<file path="config.mk">
export PLATFORM = sky130hd
export DESIGN_NAME = tile_config_loader
export DESIGN_NICKNAME = d
export VERILOG_FILES = /design/src/rtl/tile_config_loader.sv
export SDC_FILE = /design/constraint.sdc
export NUM_CORES = 2
export LEC_CHECK = 0
export CAP_MARGIN = 20
export CORE_MARGIN = 2
export CORE_UTILIZATION = 50
export DETAILED_ROUTE_END_ITERATION = 7
export GPL_ROUTABILITY_DRIVEN = 0
export GPL_TIMING_DRIVEN = 0
export PLACE_DENSITY = 0.73
export SLEW_MARGIN = 20
export SYNTH_ARGS = -nofsm -noshare
export SYNTH_HDL_FRONTEND = slang
export SYNTH_SLANG_ARGS = --single-unit
export TNS_END_PERCENT = 50
</file>
<file path="constraint.sdc">
create_clock -name clock -period 3.82 [get_ports clock]
set_input_delay 0.764 -clock clock [delete_from_list [all_inputs] [get_ports clock]]
set_output_delay 0.764 -clock clock [all_outputs]
set_load 0.05 [all_outputs]
</file>
<file path="src/rtl/tile_config_loader.sv">
// ============================================================================
// Module   : tile_config_loader
// Brief    : Assembles a word-serial configuration bitstream in a shadow
//            register and commits it atomically to a logic tile's config_in.
//            Optional even-parity checking per word: define CONFIG_PARITY_EN.
// Revision : 1.0 - initial release
// ============================================================================
`default_nettype none

module tile_config_loader #(
    parameter int CONFIG_WIDTH = 524,
    parameter int DATA_WIDTH   = 32
) (
    input  logic                    clock,
    input  logic                    nreset,
    input  logic                    start,
    input  logic [DATA_WIDTH-1:0]   in_data,
    input  logic                    in_valid,
`ifdef CONFIG_PARITY_EN
    input  logic                    in_parity,
`endif
    output logic                    in_ready,
    output logic [CONFIG_WIDTH-1:0] config_out,
    output logic                    config_done,
    output logic                    busy,
    output logic                    config_error
);

    localparam int NUM_WORDS   = (CONFIG_WIDTH + DATA_WIDTH - 1) / DATA_WIDTH;
    localparam int c_CNT_W     = (NUM_WORDS > 1) ? $clog2(NUM_WORDS) : 1;
    localparam int c_LAST_BITS = CONFIG_WIDTH - (NUM_WORDS - 1) * DATA_WIDTH;
    localparam logic [c_CNT_W-1:0] c_LAST_IDX = c_CNT_W'(NUM_WORDS - 1);

`ifdef CONFIG_PARITY_EN
    typedef enum logic [1:0] {S_IDLE, S_LOAD, S_COMMIT, S_ERROR} state_t;
`else
    typedef enum logic [1:0] {S_IDLE, S_LOAD, S_COMMIT} state_t;
`endif

    state_t                  r_state;
    logic [c_CNT_W-1:0]      r_count;
    logic [CONFIG_WIDTH-1:0] r_shadow;
    logic [CONFIG_WIDTH-1:0] r_config;
    logic                    r_ready;
    logic                    r_busy;
    logic                    r_done;
    logic                    r_error;

    logic                    w_accept;
    logic                    w_par_ok;
    logic                    w_write;
    logic [CONFIG_WIDTH-1:0] w_shadow_next;

    // A start in LOAD takes priority over any word presented the same cycle.
    assign w_accept = r_ready & ~start & in_valid;

`ifdef CONFIG_PARITY_EN
    assign w_par_ok = ~(^{in_data, in_parity});
`else
    assign w_par_ok = 1'b1;
`endif

    assign w_write = w_accept & w_par_ok;

    generate
        for (genvar k = 0; k < NUM_WORDS; k++) begin : g_word
            localparam logic [c_CNT_W-1:0] c_IDX = c_CNT_W'(k);
            if (k == NUM_WORDS - 1) begin : g_last
                // Only the bits that fit in the vector are kept from the final word.
                assign w_shadow_next[k*DATA_WIDTH +: c_LAST_BITS] =
                    (w_write && (r_count == c_IDX)) ? in_data[c_LAST_BITS-1:0]
                                                    : r_shadow[k*DATA_WIDTH +: c_LAST_BITS];
            end else begin : g_full
                assign w_shadow_next[k*DATA_WIDTH +: DATA_WIDTH] =
                    (w_write && (r_count == c_IDX)) ? in_data
                                                    : r_shadow[k*DATA_WIDTH +: DATA_WIDTH];
            end
        end
    endgenerate

    always_ff @(posedge clock or negedge nreset) begin
        if (!nreset) begin
            r_state  <= S_IDLE;
            r_count  <= '0;
            r_shadow <= '0;
            r_config <= '0;
            r_ready  <= 1'b0;
            r_busy   <= 1'b0;
            r_done   <= 1'b0;
            r_error  <= 1'b0;
        end else begin
            r_shadow <= w_shadow_next;
            r_done   <= 1'b0;
            case (r_state)
                S_IDLE: begin
                    if (start) begin
                        r_state <= S_LOAD;
                        r_count <= '0;
                        r_ready <= 1'b1;
                        r_busy  <= 1'b1;
                    end
                end
                S_LOAD: begin
                    if (start) begin
                        r_count <= '0;
                    end else if (w_accept) begin
`ifdef CONFIG_PARITY_EN
                        if (!w_par_ok) begin
                            r_state <= S_ERROR;
                            r_ready <= 1'b0;
                            r_busy  <= 1'b0;
                            r_error <= 1'b1;
                        end else
`endif
                        if (r_count == c_LAST_IDX) begin
                            r_state <= S_COMMIT;
                            r_ready <= 1'b0;
                        end else begin
                            r_count <= r_count + 1'b1;
                        end
                    end
                end
                S_COMMIT: begin
                    r_config <= r_shadow;
                    r_done   <= 1'b1;
                    r_busy   <= 1'b0;
                    r_state  <= S_IDLE;
                end
`ifdef CONFIG_PARITY_EN
                S_ERROR: begin
                    if (start) begin
                        r_state <= S_LOAD;
                        r_count <= '0;
                        r_ready <= 1'b1;
                        r_busy  <= 1'b1;
                        r_error <= 1'b0;
                    end
                end
`endif
                default: begin
                    r_state <= S_IDLE;
                    r_ready <= 1'b0;
                    r_busy  <= 1'b0;
                end
            endcase
        end
    end

    assign in_ready    = r_ready & ~start;
    assign config_out  = r_config;
    assign config_done = r_done;
    assign busy        = r_busy;
`ifdef CONFIG_PARITY_EN
    assign config_error = r_error;
`else
    assign config_error = 1'b0;
`endif

endmodule

`default_nettype wire

</file>
==> results_tabular.tex <==
\begin{tabular}{lr}
\hline
Metric & Value \\
\hline
\multicolumn{2}{l}{\textbf{Status}} \\
\quad Result of the run & complete, no violations \\
\multicolumn{2}{l}{\textbf{Floorplanning}} \\
\quad Height of the chip & 285 um \\
\quad X dimension of the die & between 200 and 300 um \\
\quad I/O Pins & 564 \\
\quad Number of rows in the core area & 103 \\
\quad Area inside the core boundary & 78600 um2 \\
\quad Total die area & 81200 um2 \\
\quad Initial cell density of the core & 50.2\% \\
\multicolumn{2}{l}{\textbf{Timing}} \\
\quad Final count of pins violating max slew & 0 \\
\quad Tightest Pin Transition & roughly 1100 ps \\
\quad Unrepaired setup endpoints after global routing & no \\
\quad Setup clock skew after layout & 22.4 ps \\
\quad Final worst-path cycle share & 88.4\% \\
\quad Headroom to the max-slew limit & between 20\% and 30\% \\
\quad Fin. Hold Viols & 0 \\
\quad Summed negative setup slack over all endpoints & 0 ps \\
\quad Final Setup Violations & 0 \\
\quad Fin crit period & 3380 ps \\
\quad Upper clock frequency limit & between 0.2 and 0.3 GHz \\
\multicolumn{2}{l}{\textbf{Synthesis}} \\
\quad Yosys Warn Count & 0 \\
\quad Count of cell types in the netlist & 36 \\
\quad Cell Area, Synth & 39500 um2 \\
\quad Fraction of the yosys area taken by sequential cells & 67.1\% \\
\quad Seq cells post-synth & 1058 \\
\quad Synthesized instance count & 2327 \\
\quad Synth Net Count & $\sim$2400 \\
\quad Synthesized area per cell & 17.0 um2 \\
\multicolumn{2}{l}{\textbf{Placed design}} \\
\quad Count of buffers from port buffering & 562 \\
\quad DPL Wire Length & between 70 and 80 mm \\
\quad DP Cell Count & 3946 \\
\multicolumn{2}{l}{\textbf{GRT}} \\
\quad Maximum number of pins on one net before global-route repair & 159 \\
\quad Wire length of the first global-routing pass & 160 mm \\
\quad Leftover overflow at the end of global routing & 0 \\
\quad Via count of the first global-routing pass & approximately 24000 \\
\quad GRT Overall Usage & 26.6\% \\
\quad Antenna violations before repair & 8 \\
\multicolumn{2}{l}{\textbf{Clock tree}} \\
\quad Number of buffers created by CTS & 104 \\
\quad Clock sink count & about 1100 \\
\quad Number of hold buffers added after cts & 0 \\
\quad Post-CTS Setup Repair Bufs & 0 \\
\quad Number of gates resized after CTS & 0 \\
\quad Latest clock arrival within the worst-skew pair & 650 ps \\
\quad H-tree Lvls & 3 \\
\quad Maximum count of clock buffers along a single path & 3 \\
\quad Post-CTS clock slew at the launch and capture registers of the worst setup and hold paths & 60 ps \\
\quad Root Buffer Master & sky130\_fd\_sc\_hd\_\_clkbuf\_16 \\
\quad CTS tree & yes \\
\multicolumn{2}{l}{\textbf{Power}} \\
\quad Static Leak & 0.0247 uW \\
\quad IR drop worst, VDD & 0.329 mV \\
\quad Total power per unit cell area & 465 nW/um2 \\
\multicolumn{2}{l}{\textbf{Route}} \\
\quad Routed via count & 22300 \\
\quad Final Routed Wirelength & $\sim$110 mm \\
\quad Final routed DRC violation total & 0 \\
\quad 1st-pass router iterations & 5 \\
\quad Antenna Violating Nets Remaining & 0 \\
\quad WL/cell & 26.1 um \\
\quad Average vias per placed instance & 5.38 \\
\quad Violation count after the first detailed-route iteration & 1143 \\
\multicolumn{2}{l}{\textbf{Final layout}} \\
\quad Share of final-layout standard cells stronger than drive strength 1 & 43.1\% \\
\quad Number of cells in the finished layout apart from fillers & 4144 \\
\quad Area occupied by multi-input gates & 12300 um2 \\
\quad Final standard cell utilization of the core & 63.8\% \\
\quad Layout area overhead & 26.9\% \\
\quad Total Nets Final & 3043 \\
\quad Commonest cells after routing, fill and taps aside & 1058 x sky130\_fd\_sc\_hd\_\_dfrtp\_1, 1045 x sky130\_fd\_sc\_hd\_\_mux2\_2, 561 x sky130\_fd\_sc\_hd\_\_clkdlybuf4s50\_1, 104 x sky130\_fd\_sc\_hd\_\_clkbuf\_16, 100 x sky130\_fd\_sc\_hd\_\_buf\_2 \\
\quad Storage cell area & 26500 um2 \\
\quad Final-layout fill cell count & 5696 \\
\quad Leading cell type in the layout, fill and taps excluded & sky130\_fd\_sc\_hd\_\_dfrtp\_1 \\
\multicolumn{2}{l}{\textbf{Hold path}} \\
\quad Worst hold-check path type & input port to asynchronous set/reset pin \\
\multicolumn{2}{l}{\textbf{Setup path}} \\
\quad Kind of critical path & input port to primary output \\
\quad Maximum net fanout on the critical path & 10 \\
\quad Worst setup EP type & primary output \\
\quad Worst EP arrival & 2610 ps \\
\quad Critical path startpoint category & input port \\
\quad Flop-to-flop setup slack & 1280 ps \\
\quad WP data required & 3060 ps \\
\multicolumn{2}{l}{\textbf{Job}} \\
\quad Max Cap Viol & 0 \\
\hline
\end{tabular}
## worst paths after layout
kind | from | endpoint | cells after the start
worst max-delay path | start | in_ready | 4
worst min register to register | r_shadow[420]$_DFFE_PN0P_ | r_shadow[420]$_DFFE_PN0P_ | 1
min in group clock | r_shadow[420]$_DFFE_PN0P_ | r_shadow[420]$_DFFE_PN0P_ | 1
worst max register to register | r_state[0]$_DFFE_PN0P_ | config_out[420]$_DFFE_PN0P_ | 5
max in group asynchronous | nreset | config_out[169]$_DFFE_PN0P_ | 4
worst min-delay path | nreset | config_out[62]$_DFFE_PN0P_ | 1
## metrics by stage
stage | hold slack [ps] | power, uW | area [um2] | setup WS [ps]
floorplan | 452 | 12600 | 39500 | 1450
global placement | 465 | 13100 | 46400 | -42560
detailed placement | 479 | 13200 | 46600 | 506
CTS | 74.0 | 23500 | 50100 | 509
global route | 105 | 24100 | 50100 | 388
finish | 66.8 | 23300 | 50100 | 442
## cell usage after synthesis (all sizes together)
| cell type | instances | area (um2) |
|---|---|---|
| a21oi | 2 | 10.0 |
| a32oi | 1 | 8.76 |
| and2 | 1 | 6.26 |
| and3 | 2 | 12.5 |
| and3b | 1 | 8.76 |
| and4bb | 1 | 12.5 |
| buf | 109 | 579 |
| clkbuf | 37 | 139 |
| conb | 1 | 3.75 |
| dfrtp | 1058 | 26500 |
| ha | 5 | 62.6 |
| inv | 7 | 26.3 |
| mux2 | 1048 | 11800 |
| nand2 | 7 | 26.3 |
| nand2b | 1 | 6.26 |
| nand3 | 12 | 60.1 |
| nand3b | 1 | 7.51 |
| nand4 | 5 | 37.5 |
| nand4b | 1 | 8.76 |
| nand4bb | 1 | 11.3 |
| nor2 | 4 | 15.0 |
| nor2b | 4 | 25.0 |
| nor3 | 1 | 10.0 |
| nor3b | 4 | 40.0 |
| nor4 | 1 | 6.26 |
| o211ai | 1 | 7.51 |
| o21ai | 4 | 20.0 |
| o221ai | 1 | 8.76 |
| o311ai | 4 | 35.0 |
| or2 | 1 | 6.26 |
| or3 | 1 | 6.26 |
## flip-flops by register name (all words and copies together) (netlist names)
register     cells
r_shadow       524
config_out     524
r_ready          1
busy             1
config_done      1
r_state          2
r_count          5
## worst max-delay path, cell delays in order
cell,delay [ps]
sky130_fd_sc_hd__clkdlybuf4s50_1,600
sky130_fd_sc_hd__clkbuf_1,370
sky130_fd_sc_hd__nor2_1,100
sky130_fd_sc_hd__clkdlybuf4s50_1,770
## logic make-up after synthesis
| family | after synthesis | share of synthesized area, % |
|---|---|---|
| muxes | 1048 | 29.9 |
| buffers and inverters | 153 | 1.89 |
| adders and majority gates | 5 | 0.158 |
| AOI/OAI and AO/OA | 13 | 0.228 |
| and+or+nand+nor | 49 | 0.776 |
| other | 1 | 0.00950 |
| DFF | 1058 | 67.1 |
## layer usage
| layer | track usage (%) | vias up | share of wire (%) |
|---|---|---|---|
| li1 | - | 9589 | - |
| met1 | 33.0 | 11900 | 40 |
| met2 | 44.6 | 657 | 49 |
| met3 | 7.99 | 168 | 7.3 |
| met4 | 9.28 | 2 | 3.4 |
| met5 | 0 | - | 0.012 |
## final cells by class
type                    count  area share (%)
plain buffers             146            1.43
diodes                      7          0.0349
multi-input cells        1116            24.5
repair buffers            569            11.6
clock inverters            31           0.771
inverters                   7          0.0524
well taps                1050            2.62
flip-flops and latches   1058            52.8
clock buffers             160            6.15
## where the power goes
group,internal (uW),total (uW),switching (uW)
Clock,6080,10300,4260
Combinational,441,1020,577
Sequential,11700,11900,247
(Power assumes the default switching activity.)
